`config.mk`:
```
export PLATFORM = sky130hd
export DESIGN_NAME = fifo_reg
export DESIGN_NICKNAME = d
export VERILOG_FILES = /design/src/rtl/fifo_reg.sv
export SDC_FILE = /design/constraint.sdc
export NUM_CORES = 1
export LEC_CHECK = 0
export CAP_MARGIN = 20
export CORE_ASPECT_RATIO = 1.5
export CORE_MARGIN = 2
export CORE_UTILIZATION = 40
export DETAILED_ROUTE_END_ITERATION = 10
export GPL_TIMING_DRIVEN = 0
export RECOVER_POWER = 100
export SLEW_MARGIN = 20
export SYNTH_ARGS = -nofsm -noshare
export SYNTH_HDL_FRONTEND = slang
export SYNTH_SLANG_ARGS = --single-unit
export TNS_END_PERCENT = 30
```
`constraint.sdc`:
```
create_clock -name clk_i -period 3.76 [get_ports clk_i]
set_clock_uncertainty 0.1 [all_clocks]
set_input_delay 0.564 -clock clk_i [delete_from_list [all_inputs] [get_ports clk_i]]
set_output_delay 0.564 -clock clk_i [all_outputs]
set_load 0.05 [all_outputs]
```
`src/rtl/fifo_reg.sv`:
```
// fifo_reg: synchronous register-array FIFO with registered read data.
// DEPTH entries of WIDTH bits; DEPTH need not be a power of two.
// Optional macro FIFO_REG_ERR_EN adds sticky overflow_o / underflow_o flags.
module fifo_reg #(
    parameter int DEPTH = 8,
    parameter int WIDTH = 8
) (
    input  logic                     clk_i,
    input  logic                     reset_i,
    input  logic                     wr_en_i,
    input  logic [WIDTH-1:0]         din_i,
    input  logic                     rd_en_i,
    output logic [WIDTH-1:0]         dout_o,
    output logic                     full_o,
    output logic                     empty_o,
    output logic [$clog2(DEPTH):0]   count_o
`ifdef FIFO_REG_ERR_EN
    ,
    output logic                     overflow_o,
    output logic                     underflow_o
`endif
);

    localparam int AW = $clog2(DEPTH);
    localparam int CW = AW + 1;
    localparam logic [AW-1:0] PTR_LAST = AW'(DEPTH - 1);
    localparam logic [CW-1:0] CNT_FULL = CW'(DEPTH);

    logic [WIDTH-1:0] mem_q [DEPTH];
    logic [AW-1:0]    wr_ptr_q, wr_ptr_d;
    logic [AW-1:0]    rd_ptr_q, rd_ptr_d;
    logic [CW-1:0]    count_q, count_d;
    logic [WIDTH-1:0] dout_q, dout_d;
    logic             wr_acc, rd_acc;

    // Status flags, request acceptance and next-state for pointers, count and read data
    always_comb begin
        full_o   = (count_q == CNT_FULL);
        empty_o  = (count_q == '0);
        wr_acc   = wr_en_i && !full_o;
        rd_acc   = rd_en_i && !empty_o;
        wr_ptr_d = wr_ptr_q;
        rd_ptr_d = rd_ptr_q;
        count_d  = count_q;
        dout_d   = dout_q;
        if (wr_acc) begin
            wr_ptr_d = (wr_ptr_q == PTR_LAST) ? '0 : wr_ptr_q + AW'(1);
        end
        if (rd_acc) begin
            // Head word is taken from storage before this edge's write lands
            dout_d   = mem_q[rd_ptr_q];
            rd_ptr_d = (rd_ptr_q == PTR_LAST) ? '0 : rd_ptr_q + AW'(1);
        end
        case ({wr_acc, rd_acc})
            2'b10:   count_d = count_q + CW'(1);
            2'b01:   count_d = count_q - CW'(1);
            default: count_d = count_q;
        endcase
    end

    // Control state registers with synchronous reset
    always_ff @(posedge clk_i) begin
        if (reset_i) begin
            wr_ptr_q <= '0;
            rd_ptr_q <= '0;
            count_q  <= '0;
            dout_q   <= '0;
        end else begin
            wr_ptr_q <= wr_ptr_d;
            rd_ptr_q <= rd_ptr_d;
            count_q  <= count_d;
            dout_q   <= dout_d;
        end
    end

    // Storage array write port; contents are never cleared
    always_ff @(posedge clk_i) begin
        if (!reset_i && wr_acc) begin
            mem_q[wr_ptr_q] <= din_i;
        end
    end

    assign dout_o  = dout_q;
    assign count_o = count_q;

`ifdef FIFO_REG_ERR_EN
    logic overflow_q, underflow_q;

    // Sticky error flags for rejected requests, cleared only by reset
    always_ff @(posedge clk_i) begin
        if (reset_i) begin
            overflow_q  <= 1'b0;
            underflow_q <= 1'b0;
        end else begin
            if (wr_en_i && !wr_acc) begin
                overflow_q <= 1'b1;
            end
            if (rd_en_i && !rd_acc) begin
                underflow_q <= 1'b1;
            end
        end
    end

    assign overflow_o  = overflow_q;
    assign underflow_o = underflow_q;
`endif

endmodule
```
==> key figures, run 1 <==
Route
  • Post-DRT Antenna Nets: 0
  • DR vias/cell: about 5
  • Drt drc: 0
  • WL per Instance: about 18 um
  • First-pass DRT Iterations: 4
  • DR iter-0 viols: between 150 and 200
  • Drt total wl: approximately 6200 um
  • Vias: 1742

Placement
  • Final Wtd Congestion: 0.7185
  • Placed inst area: 3675 sq um
  • PortBufs: 25
  • Estimated wirelength of the detail-placed design: around 4000 um

Global routing
  • Met3 Use GR: 0.03689
  • Vias in the first global route: ~1.8k
  • Overflow left after global routing: 0
  • Met1 usage: 0.1948
  • Busiest grt layer: met2
  • Largest net degree at the start of global routing: 13
  • Initial antenna violation count: 0
  • Met2 Use GR: 0.2598
  • First-pass GRT wire length: around 10000 um
  • GRT Util Overall: 0.1574

Floorplanning
  • Die Height: ~120 um
  • Total core area: between 8000 and 9000 sq um
  • Num ports: 26
  • Die Span X: slightly below 80 um
  • Row count: 40
  • DIE AREA: approximately 9000 sq um
  • Effective utilization at floorplan: 0.4112

Synth
  • Syn Inst Count: 193
  • Syn_area_per_cell: ~17 sq um
  • Synthesized Nets: approximately 210
  • Yosys reg bits: just over 80
  • Yosys warning count: 0
  • Register area share after synthesis: 0.6930
  • Post-Syn Area: 3293 sq um
  • Post-synth cell types: 30

Worst setup path
  • Crit path max fanout: 10
  • Crit Path Class: input pin to flop
  • Worst r2r path cells: 8
  • Slowest stage cell, crit path: clkbuf_1
  • CP most frequent cell: a21oi_1
  • CP Launch Type: input pin
  • Max incr delay on CP: around 0.5 ns
  • Worst setup EP type: flop
  • Crit path DAT: between 3 and 4 ns
  • CP cell instances: clkdlybuf4s50_1 > o41a_1 > clkbuf_1 > ha_1 > ha_1 > a21oi_1 > a21oi_1 > or4_1 > a21oi_1
  • Crit path required time: approximately 3.9 ns

Pwr
  • Switching Share: 0.3314
  • Seq pwr share: 0.406
  • Internal power: about 0.0018 W
  • Clock power frac: 0.286
  • Switch Pwr: about 0.00091 W
  • P per Cell Area: 700.4 nW/um^2
  • Logic pwr share: 0.307
  • Lkg Pwr: ~1.3 nW
  • Worst vdd ir: around 0.00041 V

Final layout
  • Layout Nets: between 200 and 250
  • Utilization after layout: 0.4875
  • Final Cell Area: around 4000 sq um
  • Number of diodes: 0
  • Fillers: 720
  • Layout cell share with drive strength beyond 1: 0.1752
  • Layout area overhead: 18.54%

CTS
  • TritonCTS clock tree: yes
  • Clock slew at reported path FFs: roughly 0.06 ns
  • Clock Latency Late Sink: 0.33 ns
  • CTS Buffer Depth: 2
  • Clk sinks: 82
  • CTS Root Cell: clkbuf_16
  • Total setup buffers inserted after CTS: 0
  • Post-CTS resize count: 0
  • CTS buffer count: 9
  • Number of H-tree levels: 3
  • Hold-fix buffers, CTS: 0

Run
  • Maxcap violations: 0

STA
  • Final hold violation count: 0
  • Setup TNS: 0 ns
  • RSZ-0062 raised after global routing: false
  • Final slew viol count: 0
  • Slew at the pin closest to its max-slew limit: about 1.4 ns
  • Fmax: roughly 310 MHz
  • Slew Limit Headroom: 0.06094
  • Final worst-path cycle share: 0.8496
  • Min Tclk post-route: 3.194 ns
  • Count of final setup violators: 0

Outcome
  • Outcome: completed

Worst hold path
  • Hold/Removal Path Class: flop to flop
  • Cell depth of the worst hold path: 2
[final timing paths]
check / startpoint / endpoint / slack (ns)
min reg2reg: dout_o[0]$_SDFFE_PP0P_ / dout_o[0]$_SDFFE_PP0P_ / 0.39
max: rd_en_i / count_o[3]$_SDFFE_PP0P_ / 0.57
max reg2reg: count_o[0]$_SDFFE_PP0P_ / count_o[3]$_SDFFE_PP0P_ / 0.75
min: dout_o[0]$_SDFFE_PP0P_ / dout_o[0]$_SDFFE_PP0P_ / 0.39
[cells in the mapped netlist]
master    count  area (sq um)
nand2_1       3         11.26
nor3_2       10         100.1
or3_4         1         11.26
nor4_1        1         6.260
or3b_1        1         8.760
dfxtp_1      18         360.4
nand2b_1      4         25.02
inv_1         3         11.26
and3_1        1         6.260
o41a_1        1         11.26
mux4_2       16         360.4
o31ai_1       1         7.510
fa_1          1         20.02
or4_1         1         7.510
nand2_2       1         6.260
ha_1          7         87.58
or3_1         1         6.260
xor2_1        2         17.52
clkbuf_1      3         11.26
or3b_4        1         11.26
buf_2         3         15.01
nor4b_2       1         15.01
buf_6         1         11.26
buf_4         3         22.52
edfxtp_1     64          1922
nor2_1       24         90.09
a21oi_1       7         35.03
nand3_1       1         5.000
mux2i_1       4         40.04
o22ai_1       8         50.05
[power by group through the flow]
stage	sequential [W]	clock [W]	combinational (W)
6_report	0.00111	0.000783	0.000840
5_1_grt	0.00112	0.000837	0.000918
3_5_place_dp	0.00114	0	0.000898
3_3_place_gp	0.00113	0	0.000891
4_1_cts	0.00112	0.000802	0.000901
2_1_floorplan	0.00130	0	0.000479
[metal layers]
| layer | share of wire | vias to the layer above |
|---|---|---|
| met1 | 0.42 | 872 |
| met2 | 0.51 | 38 |
| met5 | 0 | - |
| met3 | 0.042 | 8 |
| li1 | - | 824 |
| met4 | 0.021 | 0 |
[layout by cell type, fill, tap and decap left out]
cell,n
mux4_2,16
or3b_1,2
or3_1,2
buf_4,1
clkbuf_16,9
clkbuf_8,1
o22ai_1,8
edfxtp_1,64
and3_1,1
nor4b_1,1
o31ai_1,1
dlygate4sd3_1,23
nand2_2,1
buf_2,2
inv_1,3
or4_1,1
nand2b_1,4
clkinv_2,2
dfxtp_1,18
mux2i_1,4
nand2_1,3
nand3_1,1
nor3_2,9
a21oi_1,7
nor2_1,24
fa_1,1
ha_1,7
nor4_1,1
o41a_1,1
nor3_1,1
clkinv_1,2
xor2_1,2
clkbuf_1,9
clkdlybuf4s50_1,2
[stage by stage]
stage	hold slack (ns)	setup slack, ns	std cells	power, W
global route	0.4429	0.3190	339	0.002878
global placement	0.3821	0.4714	323	0.002025
CTS	0.4000	0.7902	339	0.002819
detailed placement	0.3868	0.4480	323	0.002034
finish	0.3902	0.5657	339	0.002734
floorplan	0.4094	0.2714	193	0.001779
[worst max-delay path: cells and delay by family]
kind,cells,cell delay [ns]
buf+inv,2,0.97
simple gates,1,0.47
fa+ha+maj,2,0.61
compound gates,4,0.73
[registers in the layout, summed over array words and instances, names as in the netlist]
signal,flops
mem_q,64
wr_ptr_q,3
count_o,4
dout_o,8
rd_ptr_q,3
[kinds of logic after synthesis]
| family | after synthesis | share of synthesized area |
|---|---|---|
| AOI/OAI and AO/OA | 17 | 0.03154 |
| DFF | 82 | 0.6930 |
| buffers and inverters | 13 | 0.02165 |
| and+or+nand+nor | 51 | 0.09423 |
| xor gates and xnor gates | 2 | 0.005320 |
| adders and majority gates | 8 | 0.03267 |
| muxes | 20 | 0.1216 |
[area by class of cell]
class | instances | area, sq um | share of cell area
Clock buffer | 12 | 246.5 | 0.06314
Clock inverter | 4 | 17.52 | 0.004487
Tap cell | 105 | 131.4 | 0.03365
Sequential cell | 82 | 2282 | 0.5846
Buffer | 10 | 43.79 | 0.01122
Multi-Input combinational cell | 98 | 920.9 | 0.2359
Inverter | 3 | 11.26 | 0.002885
Timing Repair Buffer | 25 | 250.2 | 0.06410
(Power assumes the default switching activity.)
==> run 2: changes to the inputs <==
clock period = 3.3 ns   (was 3.76 ns; I/O delays follow)
==> key figures, run 2 (same netlist as run 1, synthesis figures left out) <==
Outcome
  • Outcome: completed

Final layout
  • Fin cells: 339 (unchanged)
  • Number of diodes: 0 (unchanged)
  • Layout area overhead: 19.38%
  • Utilization after layout: 0.4909 (+0.003437)
  • Layout Nets: 249 (unchanged)
  • Max FFs per register: 64 (unchanged)
  • Commonest non-fill, non-tap cell in the layout: edfxtp_1
  • Most flops, register: mem_q
  • Commonest non-fill, non-tap cells in the layout: edfxtp_1 (64), nor2_1 (24), dlygate4sd3_1 (23), dfxtp_1 (18), mux4_2 (16)
  • Layout cell share with drive strength beyond 1: 0.1838 (+0.008547)

Global routing
  • Overflow left after global routing: 0 (unchanged)
  • GRT Util Overall: 0.1529 (-0.004551)
  • Vias in the first global route: 1811 (+1.4%)
  • First-pass GRT wire length: 9701 um (-2.6%)
  • Largest net degree at the start of global routing: 14 (+1)
  • Initial antenna violation count: 0 (unchanged)

Pwr
  • P per Cell Area: 811.7 nW/um^2 (+16%)
  • Lkg Pwr: 1.333 nW (+1.3%)
  • Clock power frac: 0.303 (+0.017)
  • Switch Pwr: 0.001025 W (+13%)
  • Switching Share: 0.3213 (-0.01005)
  • Worst vdd ir: 0.0005150 V (+26%)
  • Logic pwr share: 0.300 (-0.007)
  • Seq pwr share: 0.397 (-0.009)
  • Internal power: 0.002166 W (+18%)

Floorplanning
  • Die Span X: 78.09 um (unchanged)
  • Total core area: 8008 sq um (unchanged)
  • Effective utilization at floorplan: 0.4112 (unchanged)
  • DIE AREA: 8990 sq um (unchanged)
  • Num ports: 26 (unchanged)
  • Row count: 40 (unchanged)
  • Die Height: 115.1 um (unchanged)

STA
  • Final worst-path cycle share: 0.8684
  • RSZ-0062 raised after global routing: false
  • Min Tclk post-route: approximately 2.9 ns
  • Count of final setup violators: 0 (unchanged)
  • Fmax: 349.0 MHz
  • Slew Limit Headroom: 0.3778 (+0.3169)
  • Final slew viol count: 0 (unchanged)
  • Setup TNS: 0 ns (unchanged)
  • Slew at the pin closest to its max-slew limit: 0.9298 ns (-0.4680 ns)
  • Final hold violation count: 0 (unchanged)

Route
  • First-pass DRT Iterations: 4 (unchanged)
  • DR iter-0 viols: 142 (-15%)
  • DR vias/cell: 5.165 (+0.52%)
  • WL per Instance: 18.17 um (-0.44%)
  • Post-DRT Antenna Nets: 0 (unchanged)
  • Drt drc: 0 (unchanged)
  • Drt total wl: 6160 um (-0.44%)
  • Vias: 1751 (+0.52%)

CTS
  • Hold-fix buffers, CTS: 0 (unchanged)
  • Clock slew at reported path FFs: 0.06 ns (about the same)
  • Total setup buffers inserted after CTS: 0 (unchanged)
  • TritonCTS clock tree: yes
  • Post-CTS resize count: 0 (unchanged)
  • CTS buffer count: 9 (unchanged)
  • CTS Root Cell: clkbuf_16
  • CTS Buffer Depth: 2 (unchanged)
  • Clk sinks: 82 (unchanged)
  • Clock Latency Late Sink: 0.32 ns (about the same)
  • Number of H-tree levels: 3 (unchanged)

Worst setup path
  • Worst setup EP type: flop
  • Crit path max fanout: 10 (unchanged)
  • Crit Reg-Reg Endpoint: count_o[3]$_SDFFE_PP0P_
  • CP Launch Type: input pin
  • Crit path required time: 3.46 ns (-0.46 ns)
  • Reg2reg start: count_o[0]$_SDFFE_PP0P_
  • Worst r2r path cells: 9 (+1)
  • R2r setup slk: 0.45 ns (-0.30 ns)
  • Crit path DAT: 3.02 ns (-0.34 ns)
  • Crit Path Class: input pin to flop

Placement
  • Cell count after placement: 323 (unchanged)
  • PortBufs: 25 (unchanged)
  • Final Wtd Congestion: 0.7298 (+1.6%)
  • Estimated wirelength of the detail-placed design: 3940 um (-0.43%)

Run
  • Maxcap violations: 0 (unchanged)

Worst hold path
  • Hold/Removal Path Class: flop to flop
  • Cell depth of the worst hold path: 2 (unchanged)
  • Hold Startpoint: dout_o[2]$_SDFFE_PP0P_
  • Hold Path End: dout_o[2]$_SDFFE_PP0P_
-- run 2: changes by cell type in the layout (fill, tap and decap cells not counted), sizes merged --
cell	before	now
clkinv	4	2
buf	3	4
bufinv	0	1
-- run 2: stage by stage --
stage	hold slack, ns	power, W	cell area, sq um	worst slack (ns)
after floorplan	0.4094	0.002035	3302	0.1484
after global placement	0.3808	0.002312	3684	0.08865
after detailed placement	0.3899	0.002323	3684	0.08950
after CTS	0.4034	0.003291	3974	0.4207
after global routing	0.4243	0.003355	3931	0.1929
final	0.3905	0.003191	3931	0.4343
-- run 2: how the worst max path moves through the flow --
stage,startpoint,endpoint,cells after the start
floorplan,count_o[3]$_SDFFE_PP0P_,count_o[3]$_SDFFE_PP0P_,9
global placement,rd_en_i,count_o[3]$_SDFFE_PP0P_,9
detailed placement,rd_en_i,count_o[3]$_SDFFE_PP0P_,9
CTS,rd_en_i,count_o[3]$_SDFFE_PP0P_,9
global route,count_o[0]$_SDFFE_PP0P_,count_o[3]$_SDFFE_PP0P_,9
finish,rd_en_i,count_o[3]$_SDFFE_PP0P_,9
-- run 2: worst max-delay path, stage by stage --
cell,delay (ns)
clkdlybuf4s50_1,0.46
o41a_1,0.28
buf_2,0.32
ha_1,0.27
ha_1,0.28
a21oi_1,0.20
a21oi_1,0.11
or4_1,0.47
a21oi_1,0.14
-- run 2: routing by layer --
metal | wire length (um) | GRT usage
met1 | 2633 | 0.1847
met2 | 3138 | 0.2563
met3 | 181 | 0.02590
met4 | 207 | 0.09357
met5 | 0 | 0
-- run 2: final cells by class --
| cell class | instances | area (sq um) |
|---|---|---|
| inverters | 3 | 11.26 |
| repair buffers | 25 | 250.2 |
| plain buffers | 10 | 45.04 |
| fillers | 710 | 4076 |
| clock buffers | 13 | 250.2 |
| multi-input cells | 98 | 920.9 |
| well taps | 105 | 131.4 |
| flip-flops and latches | 82 | 2282 |
| clock inverters | 3 | 40.04 |
-- run 2: power groups by stage --
| stage | clock (W) | combinational (W) | sequential (W) |
|---|---|---|---|
| 3_3_place_gp | 0 | 0.00102 | 0.00129 |
| 5_1_grt | 0.00104 | 0.00104 | 0.00128 |
| 2_1_floorplan | 0 | 0.000549 | 0.00149 |
| 6_report | 0.000967 | 0.000958 | 0.00127 |
| 4_1_cts | 0.000985 | 0.00103 | 0.00128 |
| 3_5_place_dp | 0 | 0.00103 | 0.00130 |
